[config.mk]
export PLATFORM = sky130hd
export DESIGN_NAME = lcd_line_arbiter_flat
export DESIGN_NICKNAME = d
export VERILOG_FILES = /design/src/rtl/lcd_pkg.sv /design/src/rtl/lcd_line_arbiter_if.sv /design/src/rtl/lcd_rr_arb2.sv /design/src/rtl/lcd_line_arbiter.sv /design/src/flat_wrapper.sv
export SDC_FILE = /design/constraint.sdc
export NUM_CORES = 1
export LEC_CHECK = 0
export BUFFER_PORTS_ARGS = -buffer_cell sky130_fd_sc_hd__buf_2
export CORE_MARGIN = 2
export CORE_UTILIZATION = 52
export CTS_CLUSTER_SIZE = 12
export DETAILED_ROUTE_END_ITERATION = 6
export GPL_TIMING_DRIVEN = 0
export PLACE_DENSITY = 0.84
export SYNTH_ARGS = -nofsm -noshare
export SYNTH_HDL_FRONTEND = slang
export SYNTH_SLANG_ARGS = --single-unit
[constraint.sdc]
create_clock -name CLK -period 3.5 [get_ports CLK]
set_input_delay 0.175 -clock CLK [delete_from_list [all_inputs] [get_ports CLK]]
set_output_delay 0.175 -clock CLK [all_outputs]
set_load 0.01 [all_outputs]
[src/rtl/lcd_pkg.sv]
// Shared types and constants for the LCD line arbiter.
package lcd_pkg;

    localparam int LCD_LINE_LEN = 16;
    localparam int LCD_CHAR_W   = 8;

    typedef enum logic [2:0] {
        ST_IDLE,
        ST_START,
        ST_SEND,
        ST_GAP,
        ST_DONE
    } lcd_state_e;

endpackage

[src/rtl/lcd_line_arbiter_if.sv]
// Client-side and writer-side signals of the LCD line arbiter.
interface lcd_line_arbiter_if;
    import lcd_pkg::*;

    logic [1:0]            req;
    logic [1:0]            gnt;
    logic [1:0]            done;
    logic [3:0]            rd_idx;
    logic [LCD_CHAR_W-1:0] char0;
    logic [LCD_CHAR_W-1:0] char1;
    logic                  start_update;
    logic                  valid_o;
    logic [LCD_CHAR_W-1:0] char_o;
    logic                  lcd_busy;

    modport master (
        input  req, char0, char1, lcd_busy,
        output gnt, done, rd_idx, start_update, valid_o, char_o
    );

    modport slave (
        output req, char0, char1, lcd_busy,
        input  gnt, done, rd_idx, start_update, valid_o, char_o
    );

endinterface

[src/rtl/lcd_rr_arb2.sv]
// Two-way round-robin picker; on a tie the client not granted last wins.
module lcd_rr_arb2 (
    input  logic [1:0] req,
    input  logic       last,
    input  logic       en,
    output logic [1:0] gnt
);

    always_comb begin
        gnt = 2'b00;
        if (en) begin
            case (req)
                2'b01:   gnt = 2'b01;
                2'b10:   gnt = 2'b10;
                2'b11:   gnt = last ? 2'b01 : 2'b10;
                default: gnt = 2'b00;
            endcase
        end
    end

endmodule

[src/rtl/lcd_line_arbiter.sv]
// Grants the LCD writer to one of two clients per line and streams
// that client's line buffer as paced single-cycle char beats.
module lcd_line_arbiter
    import lcd_pkg::*;
#(
    parameter int LINE_LEN   = LCD_LINE_LEN,
    parameter int GAP_CYCLES = 2
) (
    input logic                CLK,
    input logic                RST,
    lcd_line_arbiter_if.master bus
);

    localparam int GW = $clog2(GAP_CYCLES + 1);
    localparam logic [3:0]    IDX_LAST = 4'(LINE_LEN - 1);
    localparam logic [GW-1:0] GAP_LAST = GW'(GAP_CYCLES - 1);

    lcd_state_e            state_q, state_d;
    logic [1:0]            gnt_q, gnt_d;
    logic                  last_q, last_d;
    logic [3:0]            idx_q, idx_d;
    logic [GW-1:0]         gap_q, gap_d;
    logic [1:0]            done_q, done_d;
    logic                  su_q, su_d;
    logic                  valid_q, valid_d;
    logic [LCD_CHAR_W-1:0] char_q, char_d;
    logic [1:0]            pick;
    logic [LCD_CHAR_W-1:0] char_sel;

    lcd_rr_arb2 u_arb (
        .req  (bus.req),
        .last (last_q),
        .en   (state_q == ST_IDLE),
        .gnt  (pick)
    );

    assign char_sel = gnt_q[1] ? bus.char1 : bus.char0;

    always_ff @(posedge CLK or posedge RST) begin
        if (RST) begin
            state_q <= ST_IDLE;
            gnt_q   <= 2'b00;
            last_q  <= 1'b1;
            idx_q   <= 4'd0;
            gap_q   <= '0;
            done_q  <= 2'b00;
            su_q    <= 1'b0;
            valid_q <= 1'b0;
            char_q  <= '0;
        end else begin
            state_q <= state_d;
            gnt_q   <= gnt_d;
            last_q  <= last_d;
            idx_q   <= idx_d;
            gap_q   <= gap_d;
            done_q  <= done_d;
            su_q    <= su_d;
            valid_q <= valid_d;
            char_q  <= char_d;
        end
    end

    always_comb begin
        state_d = state_q;
        gnt_d   = gnt_q;
        last_d  = last_q;
        idx_d   = idx_q;
        gap_d   = gap_q;
        done_d  = 2'b00;
        su_d    = 1'b0;
        valid_d = 1'b0;
        char_d  = char_q;
        case (state_q)
            ST_IDLE: begin
                if (|pick) begin
                    state_d = ST_START;
                    gnt_d   = pick;
                    last_d  = pick[1];
                    idx_d   = 4'd0;
                end
            end
            ST_START: begin
                su_d    = 1'b1;
                state_d = ST_SEND;
            end
            ST_SEND: begin
                if (!bus.lcd_busy) begin
                    valid_d = 1'b1;
                    char_d  = char_sel;
                    if (idx_q == IDX_LAST) begin
                        state_d = ST_DONE;
                        done_d  = gnt_q;
                    end else begin
                        idx_d   = idx_q + 4'd1;
                        gap_d   = '0;
                        state_d = ST_GAP;
                    end
                end
            end
            // Idle spacing lets the writer raise busy before the next sample.
            ST_GAP: begin
                if (gap_q == GAP_LAST) begin
                    state_d = ST_SEND;
                end else begin
                    gap_d = gap_q + GW'(1);
                end
            end
            ST_DONE: begin
                gnt_d   = 2'b00;
                idx_d   = 4'd0;
                state_d = ST_IDLE;
            end
            default: state_d = ST_IDLE;
        endcase
    end

    assign bus.gnt          = gnt_q;
    assign bus.done         = done_q;
    assign bus.rd_idx       = idx_q;
    assign bus.start_update = su_q;
    assign bus.valid_o      = valid_q;
    assign bus.char_o       = char_q;

endmodule

[src/flat_wrapper.sv]
// flat-port wrapper written by rule: the top's interface ports become plain ports
module lcd_line_arbiter_flat import lcd_pkg::*;
#(
    parameter int LINE_LEN   = LCD_LINE_LEN,
    parameter int GAP_CYCLES = 2
)
  (CLK, RST, bus_req, bus_char0, bus_char1, bus_lcd_busy, bus_gnt, bus_done, bus_rd_idx, bus_start_update, bus_valid_o, bus_char_o);
  lcd_line_arbiter_if bus_i ();
  input logic CLK;
  input logic RST;
  input wire logic [$bits(bus_i.req)-1:0] bus_req;
  input wire logic [$bits(bus_i.char0)-1:0] bus_char0;
  input wire logic [$bits(bus_i.char1)-1:0] bus_char1;
  input wire logic [$bits(bus_i.lcd_busy)-1:0] bus_lcd_busy;
  output wire logic [$bits(bus_i.gnt)-1:0] bus_gnt;
  output wire logic [$bits(bus_i.done)-1:0] bus_done;
  output wire logic [$bits(bus_i.rd_idx)-1:0] bus_rd_idx;
  output wire logic [$bits(bus_i.start_update)-1:0] bus_start_update;
  output wire logic [$bits(bus_i.valid_o)-1:0] bus_valid_o;
  output wire logic [$bits(bus_i.char_o)-1:0] bus_char_o;
  assign bus_i.req = bus_req;
  assign bus_i.char0 = bus_char0;
  assign bus_i.char1 = bus_char1;
  assign bus_i.lcd_busy = bus_lcd_busy;
  assign bus_gnt = bus_i.gnt;
  assign bus_done = bus_i.done;
  assign bus_rd_idx = bus_i.rd_idx;
  assign bus_start_update = bus_i.start_update;
  assign bus_valid_o = bus_i.valid_o;
  assign bus_char_o = bus_i.char_o;
  lcd_line_arbiter #(.LINE_LEN(LINE_LEN), .GAP_CYCLES(GAP_CYCLES)) u_core (.CLK(CLK), .RST(RST), .bus(bus_i));
endmodule
==> summary by stage <==
Status
The run finished with clean final reports.

Synth
The library cell with the largest summed area after synthesis is sky130_fd_sc_hd__dfrtp_1. The adder-cell area share of the yosys netlist is 2.22%. The multiplexer share of the synthesized area is 8.00%. The predominant post-synthesis flop cell is sky130_fd_sc_hd__dfrtp_1. The synthesized netlist net count is 127.

The distinct cell type count after synthesis is 29. The compound-cell area share of the yosys netlist is 15.6%. By count the netlist is led by sky130_fd_sc_hd__dfrtp_1, sky130_fd_sc_hd__o21ai_0, sky130_fd_sc_hd__nand2_1, sky130_fd_sc_hd__mux2i_1, sky130_fd_sc_hd__nor3_1. The synthesis warning total is 0. By area the synthesized netlist is led by sky130_fd_sc_hd__dfrtp_1, sky130_fd_sc_hd__mux2i_1, sky130_fd_sc_hd__o21ai_0, sky130_fd_sc_hd__nand2_1, sky130_fd_sc_hd__nor3_1. The synthesis-stage register bit count is 24.

The mean instance size in the synthesized netlist is 10.8 sq um. Yosys instantiated no cell more often than sky130_fd_sc_hd__dfrtp_1. In this run, synthesis inferred 0 flip-flops with an integrated enable. The dominant combinational cell family by area after synthesis is compound AO/OA/AOI/OAI gates. After synthesis, the largest area contributor takes up 51.1% of total cell area. For this run, asynchronously set or reset flops after synthesis account for 100%. The mapped netlist covers 1130 sq um.

The simple-gate portion of the synthesized area is 13.3%. Sequential cells were found to cover 53.4% of the synthesized design area. The number of cells produced by synthesis is 104.

The post-synthesis share of cell area spent on xor and xnor gates is 0%.

Die
The floorplan step set the die height to 50.5 microns. The initial utilization of the core area, before any placement, comes to 56.2%. The floorplan die area is 2550 sq um. The floorplan core area is 2000 sq um. The total number of placement rows is 16. During I/O placement, the number of pins put on the boundary was 39. The floorplan step set the die width to 50.5 microns.

GRT
The number of global-route vias before repair is 910. The largest net degree at the start of global routing is 25. The total global routing overflow is 0. The global-route usage over all layers is 20.4%. The initial antenna violation count was 0. The global-route wire length before repair is 3.88 mm.

Drt
Dividing the detail-routed wire length by the instance count gives 13.6 microns. The first detailed-routing pass took 4 iterations. The via count normalized by instance count is 5.50. The number of remaining DRC errors is 0. For this block, the via count after detailed routing is 951. In this run the remaining antenna-violating nets after routing total 0. After detailed routing, the total wire length is 2.35 mm.

The number of design-rule violations left by the first detailed-router iteration is 21.

CTS
After clock tree synthesis, the clock-pin slew on the worst setup and hold paths is 0.13 ns. Clock tree synthesis inserted a total of 3 buffers. In this run the deepest clock path goes through 2 buffers.

Buffers inserted to repair hold after CTS numbered 0. The master cell of the clock root buffer is sky130_fd_sc_hd__clkbuf_4. The post-CTS setup buffer count is 0. CTS built an H-tree with a depth of 1. The clock drives 24 sinks. TritonCTS built the clock tree.

At the later pin of the worst-skew pair, clock insertion delay measures 0.31 ns. The count of instances resized after the clock tree is built is 0.

Final layout
The share of the core filled with cells in the final layout is 68.8%. The diode insertion count for antenna repair is 0. The net count of the finished layout is 170. Cells with a size suffix above 1 make up 32.9% of the layout. The count of non-filler cells in the finished layout is 173.

Compared with the post-synthesis result, the final layout area differs by 22.2%.

Timing
The tightest slew margin relative to the limit is 42.1%. Hold is met by 0.0192 ns. For the pin with the worst max-slew slack, the measured transition is 0.868 ns. The post-route setup TNS is 0 ns. Setup violations remaining at the end of the flow were counted as 0. The total count of max-transition violations in the final report is 0.

The shortest period the worst path allows is 1.80 ns. The final critical path takes up 51.3% of the cycle. Setup repair after global routing left no endpoint under its margin.

The maximum achievable frequency is 557 MHz. The number of failing hold endpoints at the final stage came to 0. After layout, the worst setup slack is 1.70 ns.

The worst clock skew is 0.00710 ns.

Critical path
STA puts the critical path data required time at 3.70 ns. STA puts the critical path data arrival time at 2.00 ns. The delay of the slowest critical-path stage is 0.56 ns. The worst setup path is launched from a flop. The critical path is of the reg2reg type. The cell class contributing the biggest share of worst-path delay is simple AND/OR/NAND/NOR gates. The worst setup path is captured at a flop. The slowest stage of the critical path belongs to the cell sky130_fd_sc_hd__or4b_1. Of all nets on the critical path, the largest fanout is 10. The signal on the critical path passes through or4b_1 -> buf_6 -> clkbuf_1 -> nand2_1 -> o21ai_0.

The combined buffer and inverter count along the critical path is 2.

Min path
The path class of the tightest hold or removal check is in2async.

Place
Routability-driven placement finished with a final weighted congestion of 0.757. Once detailed placement completed, the half-perimeter wirelength came to 1.74 mm. After detailed placement, the design holds a cell count of 169.

The number of port buffers is 38. Timing analysis after detailed placement gives a worst setup slack of 1.79 ns.

Power
The maximum resistive drop on vdd is 0.441 mV. The analysis attributes to cell leakage a power of 0.675 nW. Power spread over the standard cell area amounts to 740 nW/um^2.

Job
The number of max-capacitance violations reported is 0.
cell type report:
cell class / instances / area [sq um]
buffer: 7 / 52.6
clock buffer: 4 / 26.3
fill: 162 / 626
inverter: 5 / 31.3
multi-input combinational: 68 / 440
sequential: 24 / 602
tap: 27 / 33.8
timing repair buffer: 38 / 190
report_power, final:
group	switching [mW]	total [mW]	leakage [nW]	internal, mW
combinational	0.229	0.419	0.361	0.189
clock	0.0800	0.125	0.0150	0.0446
sequential	0.0902	0.476	0.298	0.385
sequential cells by signal, indices dropped and copies added, names as in the netlist:
signal                   flops
u_core.bus.start_update      1
u_core.bus.valid_o           1
u_core.bus.gnt               2
u_core.gap_q                 2
u_core.last_q                1
u_core.bus.done              2
u_core.bus.rd_idx            4
u_core.state_q               3
u_core.bus.char_o            8
worst reg2reg max path, stage by stage (launching register included):
cell,delay (ns)
sky130_fd_sc_hd__dfrtp_1,0.48
sky130_fd_sc_hd__or4b_1,0.56
sky130_fd_sc_hd__buf_6,0.16
sky130_fd_sc_hd__clkbuf_1,0.26
sky130_fd_sc_hd__nand2_1,0.14
sky130_fd_sc_hd__o21ai_0,0.09
cells by family (layout without fill, tap and decap cells):
logic type,count (synthesis),in the layout
AND/OR/NAND/NOR,30,30
AO/OA/AOI/OAI,27,27
flip-flops,24,24
buffers and inverters,12,54
multiplexers,9,9
adder cells (fa/ha/maj),2,2
stage by stage:
stage | total power [mW] | instance area, sq um
2_1_floorplan | 0.745 | 1130
3_3_place_gp | 0.875 | 1350
3_5_place_dp | 0.899 | 1350
4_1_cts | 1.02 | 1380
5_1_grt | 1.09 | 1380
6_report | 1.02 | 1380
placed cells by master (no fill, tap or decap), types with 2 or more instances in the layout:
cell                        n
sky130_fd_sc_hd__a21oi_1    3
sky130_fd_sc_hd__a32o_1     2
sky130_fd_sc_hd__and3_1     3
sky130_fd_sc_hd__buf_2     38
sky130_fd_sc_hd__buf_6      3
sky130_fd_sc_hd__clkbuf_1   3
sky130_fd_sc_hd__clkbuf_4   3
sky130_fd_sc_hd__dfrtp_1   23
sky130_fd_sc_hd__ha_1       2
sky130_fd_sc_hd__inv_1      4
sky130_fd_sc_hd__mux2i_1    9
sky130_fd_sc_hd__nand2_1   11
sky130_fd_sc_hd__nand3_1    3
sky130_fd_sc_hd__nor2_1     2
sky130_fd_sc_hd__nor3_1     8
sky130_fd_sc_hd__o211ai_1   2
sky130_fd_sc_hd__o21ai_0   13
final timing paths:
kind,startpoint,endpoint,slack (ns),depth (start not counted)
setup / recovery,u_core.state_q[0],u_core.bus.char_o[1],1.70,5
hold / removal,RST,u_core.bus.done[1],0.02,2
setup reg to reg,u_core.state_q[0],u_core.bus.char_o[1],1.70,5
hold reg to reg,u_core.bus.char_o[6],u_core.bus.char_o[6],0.49,2
max in group asynchronous,RST,u_core.bus.char_o[1],2.95,2
min in group CLK,bus_req[0],u_core.last_q,0.07,2
metal layers:
| metal | GRT usage [%] | vias up | routed length (microns) |
|---|---|---|---|
| met1 | 25.0 | 448 | 994 |
| met2 | 34.9 | 38 | 1180 |
| met3 | 2.98 | 4 | 142 |
| met5 | 0 | - | 0 |
| li1 | - | 461 | - |
| met4 | 10.4 | 0 | 38 |
Power figures use the tool's default switching activity.
